==> config.mk <==
export PLATFORM = sky130hd
export DESIGN_NAME = rx_ipv4_ctrl
export DESIGN_NICKNAME = d
export VERILOG_FILES = /design/src/rtl/ipv4_pkg.sv /design/src/rtl/ipv4_csum16.sv /design/src/rtl/rx_ipv4_ctrl.sv
export SDC_FILE = /design/constraint.sdc
export NUM_CORES = 1
export LEC_CHECK = 0
export ABC_AREA = 1
export CORE_MARGIN = 3
export CORE_UTILIZATION = 45
export CTS_CLUSTER_DIAMETER = 100
export DETAILED_ROUTE_END_ITERATION = 8
export MAX_ROUTING_LAYER = met4
export RECOVER_POWER = 100
export REMOVE_ABC_BUFFERS = 1
export SETUP_SLACK_MARGIN = 0.05
export SYNTH_ARGS = -nofsm -noshare
export SYNTH_HDL_FRONTEND = slang
export SYNTH_SLANG_ARGS = --single-unit
==> constraint.sdc <==
create_clock -name RX_CLK -period 5.2 [get_ports RX_CLK]
set_input_delay 1.3 -clock RX_CLK [delete_from_list [all_inputs] [get_ports RX_CLK]]
set_output_delay 1.3 -clock RX_CLK [all_outputs]
set_load 0.01 [all_outputs]
==> src/rtl/ipv4_pkg.sv <==
// Shared definitions for the receive-side IPv4 controller: FSM encoding,
// drop reason codes, protocol/broadcast constants and header byte offsets.
package ipv4_pkg;

    typedef enum logic [1:0] {
        ST_IDLE    = 2'd0,
        ST_HDR     = 2'd1,
        ST_PAYLOAD = 2'd2,
        ST_DRAIN   = 2'd3
    } rx_state_e;

    localparam logic [2:0] DR_NONE    = 3'd0;
    localparam logic [2:0] DR_VER_IHL = 3'd1;
    localparam logic [2:0] DR_CSUM    = 3'd2;
    localparam logic [2:0] DR_DST     = 3'd3;
    localparam logic [2:0] DR_FRAG    = 3'd4;
    localparam logic [2:0] DR_PROTO   = 3'd5;
    localparam logic [2:0] DR_LEN     = 3'd6;
    localparam logic [2:0] DR_TRUNC   = 3'd7;

    localparam logic [7:0]  IP_PROTO_UDP = 8'h11;
    localparam logic [31:0] IPV4_BCAST   = 32'hFFFF_FFFF;
    localparam logic [15:0] CSUM_GOOD    = 16'hFFFF;

    localparam logic [5:0] OFF_TLEN_HI   = 6'd2;
    localparam logic [5:0] OFF_TLEN_LO   = 6'd3;
    localparam logic [5:0] OFF_FRAG_HI   = 6'd6;
    localparam logic [5:0] OFF_FRAG_LO   = 6'd7;
    localparam logic [5:0] OFF_PROTO     = 6'd9;
    localparam logic [5:0] OFF_SRC_FIRST = 6'd12;
    localparam logic [5:0] OFF_SRC_LAST  = 6'd15;
    localparam logic [5:0] OFF_DST_FIRST = 6'd16;
    localparam logic [5:0] OFF_DST_LAST  = 6'd19;

    // Header length in bytes from the 4-bit IHL field.
    function automatic logic [5:0] ihl_bytes(input logic [3:0] ihl);
        return {ihl, 2'b00};
    endfunction

endpackage

==> src/rtl/ipv4_csum16.sv <==
// Byte-serial one's-complement accumulator over 16-bit words; sum_next_o
// already includes the byte presented this cycle.
module ipv4_csum16 #(
    parameter int OCT = 8
) (
    input  logic               clk_i,
    input  logic               rst_n_i,
    input  logic               clr_i,
    input  logic               valid_i,
    input  logic               odd_i,
    input  logic [OCT-1:0]     byte_i,
    output logic [2*OCT-1:0]   sum_next_o
);

    logic [2*OCT-1:0] sum_q, sum_d, base;
    logic [OCT-1:0]   hi_q, hi_d;
    logic [2*OCT:0]   wide;

    always_comb begin
        base  = clr_i ? '0 : sum_q;
        wide  = {1'b0, base} + {1'b0, hi_q, byte_i};
        sum_d = base;
        hi_d  = clr_i ? '0 : hi_q;
        if (valid_i) begin
            // The even byte is parked; the odd byte completes the word and
            // its carry out wraps back into bit 0.
            if (odd_i) begin
                sum_d = wide[2*OCT-1:0] + {{(2*OCT-1){1'b0}}, wide[2*OCT]};
            end else begin
                hi_d = byte_i;
            end
        end
    end

    assign sum_next_o = sum_d;

    always_ff @(posedge clk_i or negedge rst_n_i) begin
        if (!rst_n_i) begin
            sum_q <= '0;
            hi_q  <= '0;
        end else begin
            sum_q <= sum_d;
            hi_q  <= hi_d;
        end
    end

endmodule

==> src/rtl/rx_ipv4_ctrl.sv <==
// Receive IPv4 sequencing controller: validates the header byte by byte,
// forwards Total-Length-bounded payload and reports per-frame status.
module rx_ipv4_ctrl
    import ipv4_pkg::*;
#(
    parameter int         OCT          = 8,
    parameter logic [7:0] UDP          = IP_PROTO_UDP,
    parameter bit         ACCEPT_BCAST = 1'b1
) (
    input  logic           RX_CLK,
    input  logic           rst_n,
    input  logic [31:0]    ip_addr,
    input  logic           rx_valid,
    input  logic [OCT-1:0] rx_byte,
    output logic           payload_valid,
    output logic [OCT-1:0] payload_byte,
    output logic           payload_last,
    output logic           payload_abort,
    output logic           frame_ok,
    output logic           frame_drop,
    output logic [2:0]     drop_reason,
    output logic [31:0]    rx_src_ip,
    output logic [15:0]    payload_len,
    output logic [1:0]     state_dbg
);

    rx_state_e      state_q;
    logic           rx_valid_q;
    logic [5:0]     hdr_cnt_q;
    logic [5:0]     hdr_len_q;
    logic [15:0]    tlen_q;
    logic           mf_q;
    logic [12:0]    frag_off_q;
    logic [7:0]     proto_q;
    logic [31:0]    src_q;
    logic [31:0]    dst_q;
    logic [15:0]    remaining_q;

    logic           payload_valid_q;
    logic [OCT-1:0] payload_byte_q;
    logic           payload_last_q;
    logic           payload_abort_q;
    logic           frame_ok_q;
    logic           frame_drop_q;
    logic [2:0]     drop_reason_q;
    logic [31:0]    rx_src_ip_q;
    logic [15:0]    payload_len_q;

    logic           last_hdr;
    logic [31:0]    dst_now;
    logic [15:0]    plen_now;
    logic [15:0]    csum_next;
    logic [2:0]     verdict;

    ipv4_csum16 #(.OCT(OCT)) u_csum (
        .clk_i      (RX_CLK),
        .rst_n_i    (rst_n),
        .clr_i      (state_q == ST_IDLE),
        .valid_i    (rx_valid && (state_q == ST_IDLE || state_q == ST_HDR)),
        .odd_i      ((state_q == ST_HDR) && hdr_cnt_q[0]),
        .byte_i     (rx_byte),
        .sum_next_o (csum_next)
    );

    assign last_hdr = (state_q == ST_HDR) && (hdr_cnt_q == hdr_len_q - 6'd1);
    // With IHL=5 the last destination byte is still on the input wire.
    assign dst_now  = (hdr_cnt_q == OFF_DST_LAST) ? {dst_q[23:0], rx_byte} : dst_q;
    assign plen_now = tlen_q - {10'd0, hdr_len_q};

    always_comb begin
        verdict = DR_NONE;
        if (csum_next != CSUM_GOOD) begin
            verdict = DR_CSUM;
        end else if (!(dst_now == ip_addr || (ACCEPT_BCAST && dst_now == IPV4_BCAST))) begin
            verdict = DR_DST;
        end else if (mf_q || frag_off_q != 13'd0) begin
            verdict = DR_FRAG;
        end else if (proto_q != UDP) begin
            verdict = DR_PROTO;
        end else if (tlen_q < {10'd0, hdr_len_q}) begin
            verdict = DR_LEN;
        end
    end

    always_ff @(posedge RX_CLK or negedge rst_n) begin
        if (!rst_n) begin
            state_q         <= ST_IDLE;
            // Treat the line as busy until it has been seen low once.
            rx_valid_q      <= 1'b1;
            hdr_cnt_q       <= '0;
            hdr_len_q       <= '0;
            tlen_q          <= '0;
            mf_q            <= 1'b0;
            frag_off_q      <= '0;
            proto_q         <= '0;
            src_q           <= '0;
            dst_q           <= '0;
            remaining_q     <= '0;
            payload_valid_q <= 1'b0;
            payload_byte_q  <= '0;
            payload_last_q  <= 1'b0;
            payload_abort_q <= 1'b0;
            frame_ok_q      <= 1'b0;
            frame_drop_q    <= 1'b0;
            drop_reason_q   <= DR_NONE;
            rx_src_ip_q     <= '0;
            payload_len_q   <= '0;
        end else begin
            rx_valid_q      <= rx_valid;
            payload_valid_q <= 1'b0;
            payload_last_q  <= 1'b0;
            payload_abort_q <= 1'b0;
            frame_ok_q      <= 1'b0;
            frame_drop_q    <= 1'b0;

            case (state_q)
                ST_IDLE: begin
                    if (rx_valid) begin
                        if (rx_valid_q) begin
                            state_q <= ST_DRAIN;
                        end else if (rx_byte[7:4] != 4'd4 || rx_byte[3:0] < 4'd5) begin
                            frame_drop_q  <= 1'b1;
                            drop_reason_q <= DR_VER_IHL;
                            state_q       <= ST_DRAIN;
                        end else begin
                            hdr_len_q <= ihl_bytes(rx_byte[3:0]);
                            hdr_cnt_q <= 6'd1;
                            state_q   <= ST_HDR;
                        end
                    end
                end

                ST_HDR: begin
                    if (!rx_valid) begin
                        frame_drop_q  <= 1'b1;
                        drop_reason_q <= DR_TRUNC;
                        state_q       <= ST_IDLE;
                    end else begin
                        hdr_cnt_q <= hdr_cnt_q + 6'd1;
                        case (hdr_cnt_q)
                            OFF_TLEN_HI: tlen_q[15:8] <= rx_byte;
                            OFF_TLEN_LO: tlen_q[7:0]  <= rx_byte;
                            OFF_FRAG_HI: begin
                                mf_q              <= rx_byte[5];
                                frag_off_q[12:8]  <= rx_byte[4:0];
                            end
                            OFF_FRAG_LO: frag_off_q[7:0] <= rx_byte;
                            OFF_PROTO:   proto_q         <= rx_byte;
                            default: ;
                        endcase
                        if (hdr_cnt_q >= OFF_SRC_FIRST && hdr_cnt_q <= OFF_SRC_LAST) begin
                            src_q <= {src_q[23:0], rx_byte};
                        end
                        if (hdr_cnt_q >= OFF_DST_FIRST && hdr_cnt_q <= OFF_DST_LAST) begin
                            dst_q <= {dst_q[23:0], rx_byte};
                        end
                        if (last_hdr) begin
                            if (verdict != DR_NONE) begin
                                frame_drop_q  <= 1'b1;
                                drop_reason_q <= verdict;
                                state_q       <= ST_DRAIN;
                            end else begin
                                rx_src_ip_q   <= src_q;
                                payload_len_q <= plen_now;
                                remaining_q   <= plen_now;
                                if (plen_now == 16'd0) begin
                                    frame_ok_q <= 1'b1;
                                    state_q    <= ST_DRAIN;
                                end else begin
                                    state_q    <= ST_PAYLOAD;
                                end
                            end
                        end
                    end
                end

                ST_PAYLOAD: begin
                    if (!rx_valid) begin
                        payload_abort_q <= 1'b1;
                        frame_drop_q    <= 1'b1;
                        drop_reason_q   <= DR_TRUNC;
                        state_q         <= ST_IDLE;
                    end else begin
                        payload_valid_q <= 1'b1;
                        payload_byte_q  <= rx_byte;
                        remaining_q     <= remaining_q - 16'd1;
                        // Bytes past Total Length are Ethernet padding.
                        if (remaining_q == 16'd1) begin
                            payload_last_q <= 1'b1;
                            frame_ok_q     <= 1'b1;
                            state_q        <= ST_DRAIN;
                        end
                    end
                end

                ST_DRAIN: begin
                    if (!rx_valid) begin
                        state_q <= ST_IDLE;
                    end
                end

                default: state_q <= ST_IDLE;
            endcase
        end
    end

    assign payload_valid = payload_valid_q;
    assign payload_byte  = payload_byte_q;
    assign payload_last  = payload_last_q;
    assign payload_abort = payload_abort_q;
    assign frame_ok      = frame_ok_q;
    assign frame_drop    = frame_drop_q;
    assign drop_reason   = drop_reason_q;
    assign rx_src_ip     = rx_src_ip_q;
    assign payload_len   = payload_len_q;
    assign state_dbg     = state_q;

endmodule

==> impl_metrics.py <==
metrics = {
    "grt": {
        "grt_pass1_wl_um": 50100,
        "grt_use_total_pct": 21.9,
        "antenna_found_initial": 0,
        "grt_max_degree": 113,
        "grt_pass1_vias": 9864,
        "gr-total-overflow": 0,
    },
    "floorplan": {
        "fp.dieH_um": 170,
        "row_count": 59,
        "start_util_pct": 46.1,
        "io_pins": 109,
        "dieWidth_um": 170,
        "core_area_sq_um": 26300,
        "die_area_sq_um": 28900,
    },
    "critical_path": {
        "slowest_stage": "clkdlybuf4s50_1",
        "cpMostUsedCell": "nand2_1",
        "worst-setup-path-type": "input port to register",
        "critPathLaunchType": "input port",
        "crit_path_end_kind": "register",
        "path_buf_inv": 5,
        "crit_arrival_ns": 5.22,
        "slowest_delay_ns": 0.55,
        "worstPathRequired_ns": 5.60,
        "cp_top_family": "simple AND/OR/NAND/NOR gates",
        "crit_fanout": 16,
    },
    "synth": {
        "synth.largest_area_cell": "dfrtp_1",
        "synthTopCellsByArea": "dfrtp_1, nand2_1, o21ai_0, inv_1, nand3_1",
        "synth_top_area_share_pct": 45.0,
        "synth.most_common_cell": "nand2_1",
        "ys_seq_area_share_pct": 45.2,
        "netlist_area_sq_um": 12100,
        "synth_edf_count": 0,
        "ys_seq_elements": 219,
        "synth_flop_cell": "dfrtp_1",
        "ys_types": 49,
        "async_flop_share_pct": 100,
        "avgSynthCellArea_sq_um": 7.84,
        "syn_inst": 1546,
        "synth_common_cells": "nand2_1, dfrtp_1, o21ai_0",
        "synth.yosys.warnings": 0,
    },
    "layout": {
        "antenna_cells": 0,
        "nNetsFinal": 1769,
        "finalInstanceArea_sq_um": 14800,
        "area_growth_pct": 22.0,
        "n_fill_cell": 2473,
        "drive_above_1_share_pct": 12.1,
    },
    "timing": {
        "finalSetupTns_ns": 0,
        "fin_crit_ns": 4.82,
        "fin_crit_sh_pct": 92.7,
        "drv_slew": 242,
        "finalSetupViolations": 0,
        "relSlewSlack_pct": -94.2,
        "worstMarginPinSlew_ns": 2.91,
        "hold_viol_final": 0,
        "timing.fmax_ghz": 0.207,
        "skew_ns": 0.0135,
        "whs_ns": 0.464,
    },
    "placed_design": {
        "place_area_sq_um": 13800,
        "dp_hpwl_um": 22300,
        "place_congestion": 0.890,
        "io_buffers": 108,
    },
    "route": {
        "first_pass_iters": 5,
        "wl_met1_um": 14500,
        "drc": 0,
        "ant_nets": 0,
        "drt_iter0_markers": 757,
        "dr.max_layer_used": "met4",
        "vias": 10400,
        "wl_per_cell_um": 15.2,
        "viasPerCell": 5.10,
        "routed_wl_um": 31100,
        "wl_met2_um": 14700,
        "route.met3.wl_um": 1180,
    },
    "clock_tree": {
        "cts.clk_slew.worst_paths_ns": 0.06,
        "cts-root-buf": "clkbuf_16",
        "cts_tree": "built",
        "cts_buffers": 25,
        "clkSinkCount": 219,
        "cts_buffer_depth": 3,
        "insertion_delay_ns": 0.53,
        "h-tree-depth": 1,
        "holdBufCountCts": 0,
    },
    "hold_path": {
        "hp-class": "register to register",
    },
    "status": {
        "outcome": "complete, but fails checks",
        "violations": "max-capacitance violations, max-slew violations",
    },
    "power_and_ir_drop": {
        "ir_drop_v": 0.000283,
        "leakagePower_uw": 0.00715,
        "power_density_nw_per_um2": 406,
    },
    "run": {
        "maxCapViolCount": 3,
    },
}
worst reg2reg max path, delay by kind of cell (launching register included):
family / cells / cell delay [ns]
AO/OA/AOI/OAI: 5 / 0.57
adder cells (fa/ha/maj): 5 / 1.12
AND/OR/NAND/NOR: 20 / 1.89
buffers and inverters: 6 / 0.67
flip-flops: 1 / 0.44
registers in the layout (all words and copies together) (netlist names), 6 cells and up:
name          cells
frag_off_q       13
proto_q           8
payload_len      16
u_csum.sum_q     16
dst_q            32
tlen_q           16
hdr_cnt_q         6
payload_byte      8
rx_src_ip        32
src_q            32
u_csum.hi_q       8
remaining_q      16
cells in the final DEF, fill, tap and decap left out, drive strengths merged, types with 4 or more instances in the layout:
master	count
a21oi	32
nand3	99
clkdlybuf4s50	34
a21boi	4
nand4	30
clkbuf	42
dlygate4sd3	67
nor2	100
ha	29
inv	198
or2	6
o22ai	4
nand2	432
dfrtp	218
nor4	9
a211oi	4
dlymetal6s2s	5
nor3	20
buf	61
xor2	31
o21ai	235
clkinv	7
xnor2	19
what timing repair did:
action / in CTS / in global routing
gates resized for setup: 1 / 30
hold endpoints to repair: 0 / 0
endpoints found under the setup margin: 1 / 70
setup buffers: 0 / 8
gates cloned: 0 / 2
pin swaps: 1 / 15
area by class of cell:
type,instances,area (sq um),area share [%]
clock buffer,33,686,4.64
clock inverter,7,53.8,0.364
tap,335,419,2.84
inverter,198,748,5.06
multi-input combinational,1074,5700,38.6
timing repair buffer,177,1690,11.4
sequential,219,5480,37.1
logic make-up after synthesis:
logic type,count (synthesis),share of synthesized area [%]
and+or+nand+nor,704,26.2
AOI/OAI and AO/OA,289,13.0
buffers and inverters,253,8.56
DFF,219,45.2
xor gates and xnor gates,50,3.61
adders and majority gates,31,3.32
metrics by stage:
stage	util (%)	cells	setup slack, ns	total power, uW
global placement	52.7	1993	-0.330	4240
CTS	55.5	2033	0.0543	5920
global route	56.2	2043	-0.00566	6420
detailed placement	52.7	1993	-0.442	4280
floorplan	-	1491	-0.456	3500
finish	56.2	2043	0.379	6000
metal layers:
| metal | vias up | track usage, % |
|---|---|---|
| li1 | 5294 | - |
| met1 | 4855 | 29.7 |
| met2 | 212 | 35.1 |
| met3 | 50 | 3.04 |
| met4 | 0 | 5.15 |
| met5 | - | - |
where the power goes:
group / internal, uW / total (uW) / leakage [uW] / switching, uW
combinational: 853 / 2220 / 0.00392 / 1370
sequential: 1960 / 2160 / 0.00286 / 198
clock: 924 / 1620 / 0.000369 / 700
path summary, 6_finish.rpt:
| kind | cells after the start | to | slack (ns) | startpoint |
|---|---|---|---|---|
| setup / recovery | 33 | remaining_q[2] | 0.38 | rx_byte[2] |
| hold / removal | 2 | rx_src_ip[31] | 0.46 | rx_src_ip[31] |
| setup reg to reg | 36 | remaining_q[2] | 0.38 | state_dbg[1] |
| hold reg to reg | 2 | rx_src_ip[31] | 0.46 | rx_src_ip[31] |
| max in group asynchronous | 2 | rx_src_ip[2] | 1.34 | rst_n |
| min in group asynchronous | 1 | rx_src_ip[8] | 1.65 | rst_n |
Power figures use the tool's default switching activity.
